===== config.mk =====
export PLATFORM = sky130hd
export DESIGN_NAME = dvp_config_master
export DESIGN_NICKNAME = d
export VERILOG_FILES = /design/src/rtl/dvp_config_master.sv
export SDC_FILE = /design/constraint.sdc
export NUM_CORES = 1
export LEC_CHECK = 0
export CAP_MARGIN = 10
export CORE_MARGIN = 4
export CORE_UTILIZATION = 43
export DETAILED_ROUTE_END_ITERATION = 7
export PLACE_DENSITY_LB_ADDON = 0.2
export SYNTH_ARGS = -nofsm -noshare
export SYNTH_HDL_FRONTEND = slang
export SYNTH_SLANG_ARGS = --single-unit

===== constraint.sdc =====
create_clock -name clk -period 3.5 [get_ports clk]
set_clock_uncertainty 0.15 [all_clocks]
set_input_delay 0.7 -clock clk [delete_from_list [all_inputs] [get_ports clk]]
set_output_delay 0.7 -clock clk [all_outputs]
set_load 0.01 [all_outputs]

===== src/rtl/dvp_config_master.sv =====
// dvp_config_master: single-outstanding AXI4 master for register access.
// Turns one local read/write command into an AXI transaction and one rsp pulse.
module dvp_config_master #(
    parameter int ADDR_W      = 32,
    parameter int DATA_W      = 32,
    parameter int MST_ID_W    = 5,
    parameter int TIMEOUT_CYC = 256
) (
    input  logic                clk,
    input  logic                rst_n,
    input  logic                cmd_valid_i,
    output logic                cmd_ready_o,
    input  logic                cmd_wr_i,
    input  logic [ADDR_W-1:0]   cmd_addr_i,
    input  logic [DATA_W-1:0]   cmd_wdata_i,
    output logic                rsp_valid_o,
    output logic [DATA_W-1:0]   rsp_rdata_o,
    output logic [1:0]          rsp_resp_o,
    output logic [MST_ID_W-1:0] m_awid_o,
    output logic [ADDR_W-1:0]   m_awaddr_o,
    output logic                m_awvalid_o,
    input  logic                m_awready_i,
    output logic [DATA_W-1:0]   m_wdata_o,
    output logic                m_wvalid_o,
    input  logic                m_wready_i,
    input  logic [1:0]          m_bresp_i,
    input  logic                m_bvalid_i,
    output logic                m_bready_o,
    output logic [MST_ID_W-1:0] m_arid_o,
    output logic [ADDR_W-1:0]   m_araddr_o,
    output logic                m_arvalid_o,
    input  logic                m_arready_i,
    input  logic [DATA_W-1:0]   m_rdata_i,
    input  logic [1:0]          m_rresp_i,
    input  logic                m_rvalid_i,
    output logic                m_rready_o
);

    localparam int CNT_W = (TIMEOUT_CYC > 1) ? $clog2(TIMEOUT_CYC) : 1;
    localparam bit TMO_EN = (TIMEOUT_CYC != 0);
    localparam logic [CNT_W-1:0] CNT_LAST =
        CNT_W'((TIMEOUT_CYC > 0) ? TIMEOUT_CYC - 1 : 0);

    typedef enum logic [2:0] {
        S_IDLE,
        S_WR_REQ,
        S_WR_RSP,
        S_RD_REQ,
        S_RD_RSP
    } state_t;

    state_t             r_state;
    state_t             w_state_nxt;
    logic               r_live;
    logic               r_awv;
    logic               r_wv;
    logic               r_arv;
    logic [ADDR_W-1:0]  r_addr;
    logic [DATA_W-1:0]  r_wdata;
    logic [CNT_W-1:0]   r_cnt;
    logic               r_drain_b;
    logic               r_drain_r;
    logic               r_rsp_valid;
    logic [DATA_W-1:0]  r_rsp_rdata;
    logic [1:0]         r_rsp_resp;

    logic               w_accept;
    logic               w_aw_done;
    logic               w_w_done;
    logic               w_tmo;
    logic               w_in_rsp;

    // r_live keeps cmd_ready low for the first cycle after reset release.
    assign cmd_ready_o = r_live && (r_state == S_IDLE)
                         && !r_drain_b && !r_drain_r;
    assign w_accept    = cmd_valid_i && cmd_ready_o;
    assign w_aw_done   = !r_awv || m_awready_i;
    assign w_w_done    = !r_wv || m_wready_i;
    assign w_in_rsp    = (r_state == S_WR_RSP) || (r_state == S_RD_RSP);
    assign w_tmo       = TMO_EN && w_in_rsp && (r_cnt == CNT_LAST);

    assign m_awid_o    = '0;
    assign m_arid_o    = '0;
    assign m_awaddr_o  = r_addr;
    assign m_araddr_o  = r_addr;
    assign m_wdata_o   = r_wdata;
    assign m_awvalid_o = r_awv;
    assign m_wvalid_o  = r_wv;
    assign m_arvalid_o = r_arv;
    // Drain flags keep accepting a late beat after a timeout.
    assign m_bready_o  = (r_state == S_WR_RSP) || r_drain_b;
    assign m_rready_o  = (r_state == S_RD_RSP) || r_drain_r;

    assign rsp_valid_o = r_rsp_valid;
    assign rsp_rdata_o = r_rsp_rdata;
    assign rsp_resp_o  = r_rsp_resp;

    // State register.
    always_ff @(posedge clk or negedge rst_n) begin
        if (!rst_n) begin
            r_state <= S_IDLE;
        end else begin
            r_state <= w_state_nxt;
        end
    end

    // Next-state decode; a response beat wins over a same-cycle timeout.
    always_comb begin
        w_state_nxt = r_state;
        unique case (r_state)
            S_IDLE: begin
                if (w_accept) begin
                    w_state_nxt = cmd_wr_i ? S_WR_REQ : S_RD_REQ;
                end
            end
            S_WR_REQ: begin
                if (w_aw_done && w_w_done) begin
                    w_state_nxt = S_WR_RSP;
                end
            end
            S_WR_RSP: begin
                if (m_bvalid_i || w_tmo) begin
                    w_state_nxt = S_IDLE;
                end
            end
            S_RD_REQ: begin
                if (m_arready_i) begin
                    w_state_nxt = S_RD_RSP;
                end
            end
            S_RD_RSP: begin
                if (m_rvalid_i || w_tmo) begin
                    w_state_nxt = S_IDLE;
                end
            end
            default: w_state_nxt = S_IDLE;
        endcase
    end

    // Request channel valids and the latched command.
    always_ff @(posedge clk or negedge rst_n) begin
        if (!rst_n) begin
            r_live  <= 1'b0;
            r_awv   <= 1'b0;
            r_wv    <= 1'b0;
            r_arv   <= 1'b0;
            r_addr  <= '0;
            r_wdata <= '0;
        end else begin
            r_live <= 1'b1;
            if (w_accept) begin
                r_addr  <= cmd_addr_i;
                r_wdata <= cmd_wr_i ? cmd_wdata_i : '0;
                r_awv   <= cmd_wr_i;
                r_wv    <= cmd_wr_i;
                r_arv   <= !cmd_wr_i;
            end else begin
                if (r_awv && m_awready_i) r_awv <= 1'b0;
                if (r_wv && m_wready_i)   r_wv  <= 1'b0;
                if (r_arv && m_arready_i) r_arv <= 1'b0;
            end
        end
    end

    // Response-phase timer: zero outside the response states.
    always_ff @(posedge clk or negedge rst_n) begin
        if (!rst_n) begin
            r_cnt <= '0;
        end else if (w_in_rsp) begin
            r_cnt <= r_cnt + CNT_W'(1);
        end else begin
            r_cnt <= '0;
        end
    end

    // Completion pulse and drain flags for abandoned responses.
    always_ff @(posedge clk or negedge rst_n) begin
        if (!rst_n) begin
            r_rsp_valid <= 1'b0;
            r_rsp_rdata <= '0;
            r_rsp_resp  <= 2'b00;
            r_drain_b   <= 1'b0;
            r_drain_r   <= 1'b0;
        end else begin
            r_rsp_valid <= 1'b0;
            if (r_drain_b && m_bvalid_i) r_drain_b <= 1'b0;
            if (r_drain_r && m_rvalid_i) r_drain_r <= 1'b0;
            if (r_state == S_WR_RSP) begin
                if (m_bvalid_i) begin
                    r_rsp_valid <= 1'b1;
                    r_rsp_resp  <= m_bresp_i;
                    r_rsp_rdata <= '0;
                end else if (w_tmo) begin
                    r_rsp_valid <= 1'b1;
                    r_rsp_resp  <= 2'b10;
                    r_rsp_rdata <= '0;
                    r_drain_b   <= 1'b1;
                end
            end
            if (r_state == S_RD_RSP) begin
                if (m_rvalid_i) begin
                    r_rsp_valid <= 1'b1;
                    r_rsp_resp  <= m_rresp_i;
                    r_rsp_rdata <= m_rdata_i;
                end else if (w_tmo) begin
                    r_rsp_valid <= 1'b1;
                    r_rsp_resp  <= 2'b10;
                    r_rsp_rdata <= '0;
                    r_drain_r   <= 1'b1;
                end
            end
        end
    end

endmodule


Word-level counts from Yosys, hierarchy flattened. Cells that the tools add are included.

Register bits: 116. Input port bits: 109. Output and inout port bits: 147. Logic and storage cells: 93.

Add/subtract/negate cells: 1. Equality and inequality tests: 10. Muxes and demuxes: 41. Reduce and logical (&&, ||, !) cells: 28.

Operators by type and width (number): 32-bit two-way mux (7); 1-bit two-way mux (20); 3-bit two-way mux (5); 3-bit case mux with 5 select lines (1); 2-bit two-way mux (7); 1-bit logical AND (11); 8-bit by 1-bit adder with 8-bit output, second input constant (1); 8-bit == test, second input constant (1); 8-bit two-way mux (1); 1-bit logical OR (7); 3-bit by 2-bit == test with 1-bit output, second input constant (2); 2-bit != test, second input constant (3); 2-bit nonzero test (3); 1-bit logical NOT (5); 5-bit AND reduction (1); 2-bit by 1-bit != test with 1-bit output, second input constant (2); 3-bit by 1-bit == test with 1-bit output, second input constant (1); 3-bit == test, second input constant (1); 3-bit logical NOT (1).

Logic depth before layout (Yosys ltp).
Word-level depth: 9. Depth in mapped cells: 8. Depth with buffers taken out: 6.

Worst setup path before layout. OpenSTA, ideal clock, no wires.

Kind: input-to-reg. From: input m_awready_i. To: register r_state[1]. Setup time: 0.128 ns. Arrival time: 1.719 ns. Required time: 3.222 ns. Path slack: 1.503 ns. Cell stages on the path: 5. Path buffers: 0. Cell sequence: inv_1 a221oi_1 a2111oi_0 a221oi_2 mux2_1.

Longest elaborated chain between the ends: 4.

Ends and longest elaborated chain: start: declaration (line 22) `input logic m_awready_i,`; 1-bit logical OR (line 77) `assign w_aw_done = !r_awv || m_awready_i;`; 1-bit logical AND (line 117) `if (w_aw_done && w_w_done) begin`; 2-bit != test (no source line); 5-bit AND reduction (no source line); end signal: assignment (line 103) `r_state <= w_state_nxt;`; end: declaration (line 52) `state_t r_state;`.

No other way between the ends. A chain may end at the register's enable or synchronous reset.

Final worst setup path.
From: register r_state[1]. To: output m_bready_o.

Longest elaborated chain between the ends: 2.

Ends and longest elaborated chain: 3-bit by 2-bit == test with 1-bit output (line 91) `assign m_bready_o = (r_state == S_WR_RSP) || r_drain_b;`; 1-bit logical OR (line 91); end: declaration (line 28) `output logic m_bready_o,`.

No other way between the ends.

==> flow_metrics.env <==
export IMPL_ys_warn_count=0
export IMPL_dieHeight_um=115
export IMPL_power_density_nw_per_um2=815
export IMPL_p_sw_frac=0.308
export IMPL_numCtsBuffers=17
export IMPL_area_growth_pct=58.5
export IMPL_portBuffers=245
export IMPL_slew_violations=0
export IMPL_first_pass_iters=4
export IMPL_arrival_ns=2.03
export IMPL_ff_latch_area_um2=2900
export IMPL_nets=807
export IMPL_finalPower_mw=6.31
export IMPL_rows=38
export IMPL_ys_top_cells_by_area="dfrtp_1 (59%), nand2_1 (13%), buf_4 (6.8%)"
export IMPL_syn_inst=488
export IMPL_synth_cell_types=39
export IMPL_placed_cell_area_um2=7150
export IMPL_drc=0
export IMPL_setup_viol=0
export IMPL_tns_ns=0
export IMPL_yosysTopAreaCell="dfrtp_1"
export IMPL_ir_drop_mv=0.686
export IMPL_cts_setup_buffers=0
export IMPL_cts_tree="yes"
export IMPL_fin_area_um2=7740
export IMPL_dp_hpwl_um=10200
export IMPL_final_layout_size_suffix_gt1_frac=0.0593
export IMPL_fin_crit_sh=0.824
export IMPL_wirelength_um=14100
export IMPL_power_share_clock=0.276
export IMPL_routed_wire_length_per_instance_um=16.6
export IMPL_grt_start_max_net_pins=73
export IMPL_leakagePower_nw=3.64
export IMPL_switching_power_mw=1.95
export IMPL_initial_utilization=0.445
export IMPL_internal_power_mw=4.36
export IMPL_status="finished clean"
export IMPL_globalRoute_totalOverflow=0
export IMPL_coreArea_um2=11000
export IMPL_nFillCells=831
export IMPL_synth_top_area_frac=0.594
export IMPL_fmax_mhz=347
export IMPL_postRouteAntennaNets=0
export IMPL_grt_first_pass_wirelength_um=22300
export IMPL_antenna_found_initial=0
export IMPL_gp_congestion=0.757
export IMPL_crit_path_end_kind="output port"
export IMPL_via_per_inst=4.87
export IMPL_hold_class="in -> async"
export IMPL_drv_cap=0
export IMPL_path_clk_slew_ns=0.05
export IMPL_power_frac_seq=0.334
export IMPL_ys_ff_latch=116
export IMPL_htreeDepth=4
export IMPL_avgSynthCellArea_um2=10.0
export IMPL_relSlewSlack=0.215
export IMPL_use_met1=0.256
export IMPL_n_antenna_cell=0
export IMPL_multi_input_area_um2=1530
export IMPL_track_usage=0.219
export IMPL_slowest_stage="clkdlybuf4s50_1"
export IMPL_whs_ns=0.139
export IMPL_worstPathCellList="nor3b_2 -> buf_4 -> or2_2 -> clkdlybuf4s50_1"
export IMPL_die_w_um=115
export IMPL_clock_latency_ns=0.41
export IMPL_ctsHoldBuffers=0
export IMPL_cts_root_buf="clkbuf_16"
export IMPL_crit_path_start_kind="register"
export IMPL_cp_top_family="buffers and inverters"
export IMPL_busiest_layer="met2"
export IMPL_clock_sinks=116
export IMPL_p_comb_frac=0.390
export IMPL_hold_viol=0
export IMPL_crit_type="reg -> out"
export IMPL_required_ns=2.65
export IMPL_vias=4133
export IMPL_grtUsageMet2=0.357
export IMPL_dp_slack_ns=0.755
export IMPL_cp_num_buf_inv=2
export IMPL_drt_initial_drc_count=301
export IMPL_netlist_area_um2=4880
export IMPL_ys_seq_area_frac=0.594
export IMPL_crit_path_max_fanout=9
export IMPL_rsz0062_at_grt="false"
export IMPL_io_pins=256
export IMPL_grt_use_met3=0.103
export IMPL_layout_min_cycle_time_ns=2.88
export IMPL_cts_buffer_depth=2
export IMPL_setup_ws_ns=0.618
export IMPL_worstMarginPinSlew_ns=1.18
export IMPL_critPathMaxStageDelay_ns=0.50
export IMPL_ctsResizeCount=0
export IMPL_dieArea_um2=13100
export IMPL_grt_pass1_vias=4287
[stage by stage]
step / util / instances
after global placement: 0.651 / 818
after detailed placement: 0.651 / 818
final: 0.705 / 848
after CTS: 0.705 / 848
after floorplan: - / 497
after global routing: 0.705 / 848
[Yosys cell counts (all sizes together)]
cell       n
nand2    170
dfrtp    116
buf       57
nand3     38
a22o      32
nor2      17
clkbuf    13
inv        5
xnor2      5
a21oi      3
and3       3
nand3b     3
o21ai      3
a221oi     2
and2       2
conb       2
or2        2
xor2       2
a2111oi    1
a211oi     1
a21boi     1
a32oi      1
ha         1
mux2       1
nand2b     1
nor2b      1
nor3       1
nor3b      1
nor4       1
o21a       1
o22ai      1
[per-layer routing]
metal,part of all wire,up-vias
li1,-,1952
met5,0,-
met2,0.50,162
met1,0.39,2002
met3,0.098,17
met4,0.017,0
[power groups by stage]
stage	sequential [mW]	clock [mW]	combinational (mW)
5_1_grt	2.17	1.86	2.66
3_5_place_dp	2.12	0	2.49
2_1_floorplan	2.27	0	1.01
3_3_place_gp	2.10	0	2.44
4_1_cts	2.11	1.78	2.50
6_report	2.11	1.74	2.46
[cell families after synthesis]
group,count (synthesis),share of synthesized area
compound gates,46,0.0779
simple gates,240,0.209
buf+inv,75,0.0996
other cells,2,0.00154
xor+xnor,7,0.0126
fa+ha+maj,1,0.00256
mux,1,0.00231
flops,116,0.594
[flip-flops by register name, summed over array words and instances, names as in the netlist, 2 cells and up]
| signal | count |
|---|---|
| m_araddr_o | 32 |
| m_wdata_o | 32 |
| r_cnt | 8 |
| r_state | 3 |
| rsp_rdata_o | 32 |
| rsp_resp_o | 2 |
[cell usage in the layout, fill, tap and decap left out, drive strengths merged, types with 2 or more instances in the layout]
cell | synthesis | layout
a21oi | 3 | 3
a221oi | 2 | 2
a22o | 32 | 32
and2 | 2 | 2
and3 | 3 | 3
buf | 57 | 7
bufinv | 0 | 3
clkbuf | 13 | 26
clkdlybuf4s50 | 0 | 244
conb | 2 | 11
dfrtp | 116 | 116
inv | 5 | 5
nand2 | 170 | 170
nand3 | 38 | 38
nand3b | 3 | 3
nor2 | 17 | 17
o21ai | 3 | 3
or2 | 2 | 2
xnor2 | 5 | 5
xor2 | 2 | 2
[worst reg2reg max path, delay by kind of cell, from the launching register on]
| kind | cells | cell delay, ns |
|---|---|---|
| buf+inv | 1 | 0.28 |
| flops | 1 | 0.48 |
| simple gates | 5 | 1.29 |
[cell type report]
class                   count  share of cell area
clock buffers              26              0.0645
clock inverters             4              0.0123
inverters                   5             0.00242
multi-input cells         306               0.198
flip-flops and latches    116               0.375
well taps                 140              0.0226
repair buffers            251               0.325
[worst paths after layout]
path,startpoint,to,slack (ns),depth (start not counted)
setup / recovery,r_state[1],m_bready_o,0.62,4
hold / removal,rst_n,m_wdata_o[20],0.14,1
setup reg to reg,r_state[1],m_araddr_o[11],1.24,6
hold reg to reg,m_wdata_o[26],m_wdata_o[26],0.31,2
min in group clk,m_wdata_o[26],m_wdata_o[26],0.31,2
max in group asynchronous,rst_n,r_cnt[4],2.27,2
Power figures use the tool's default switching activity.
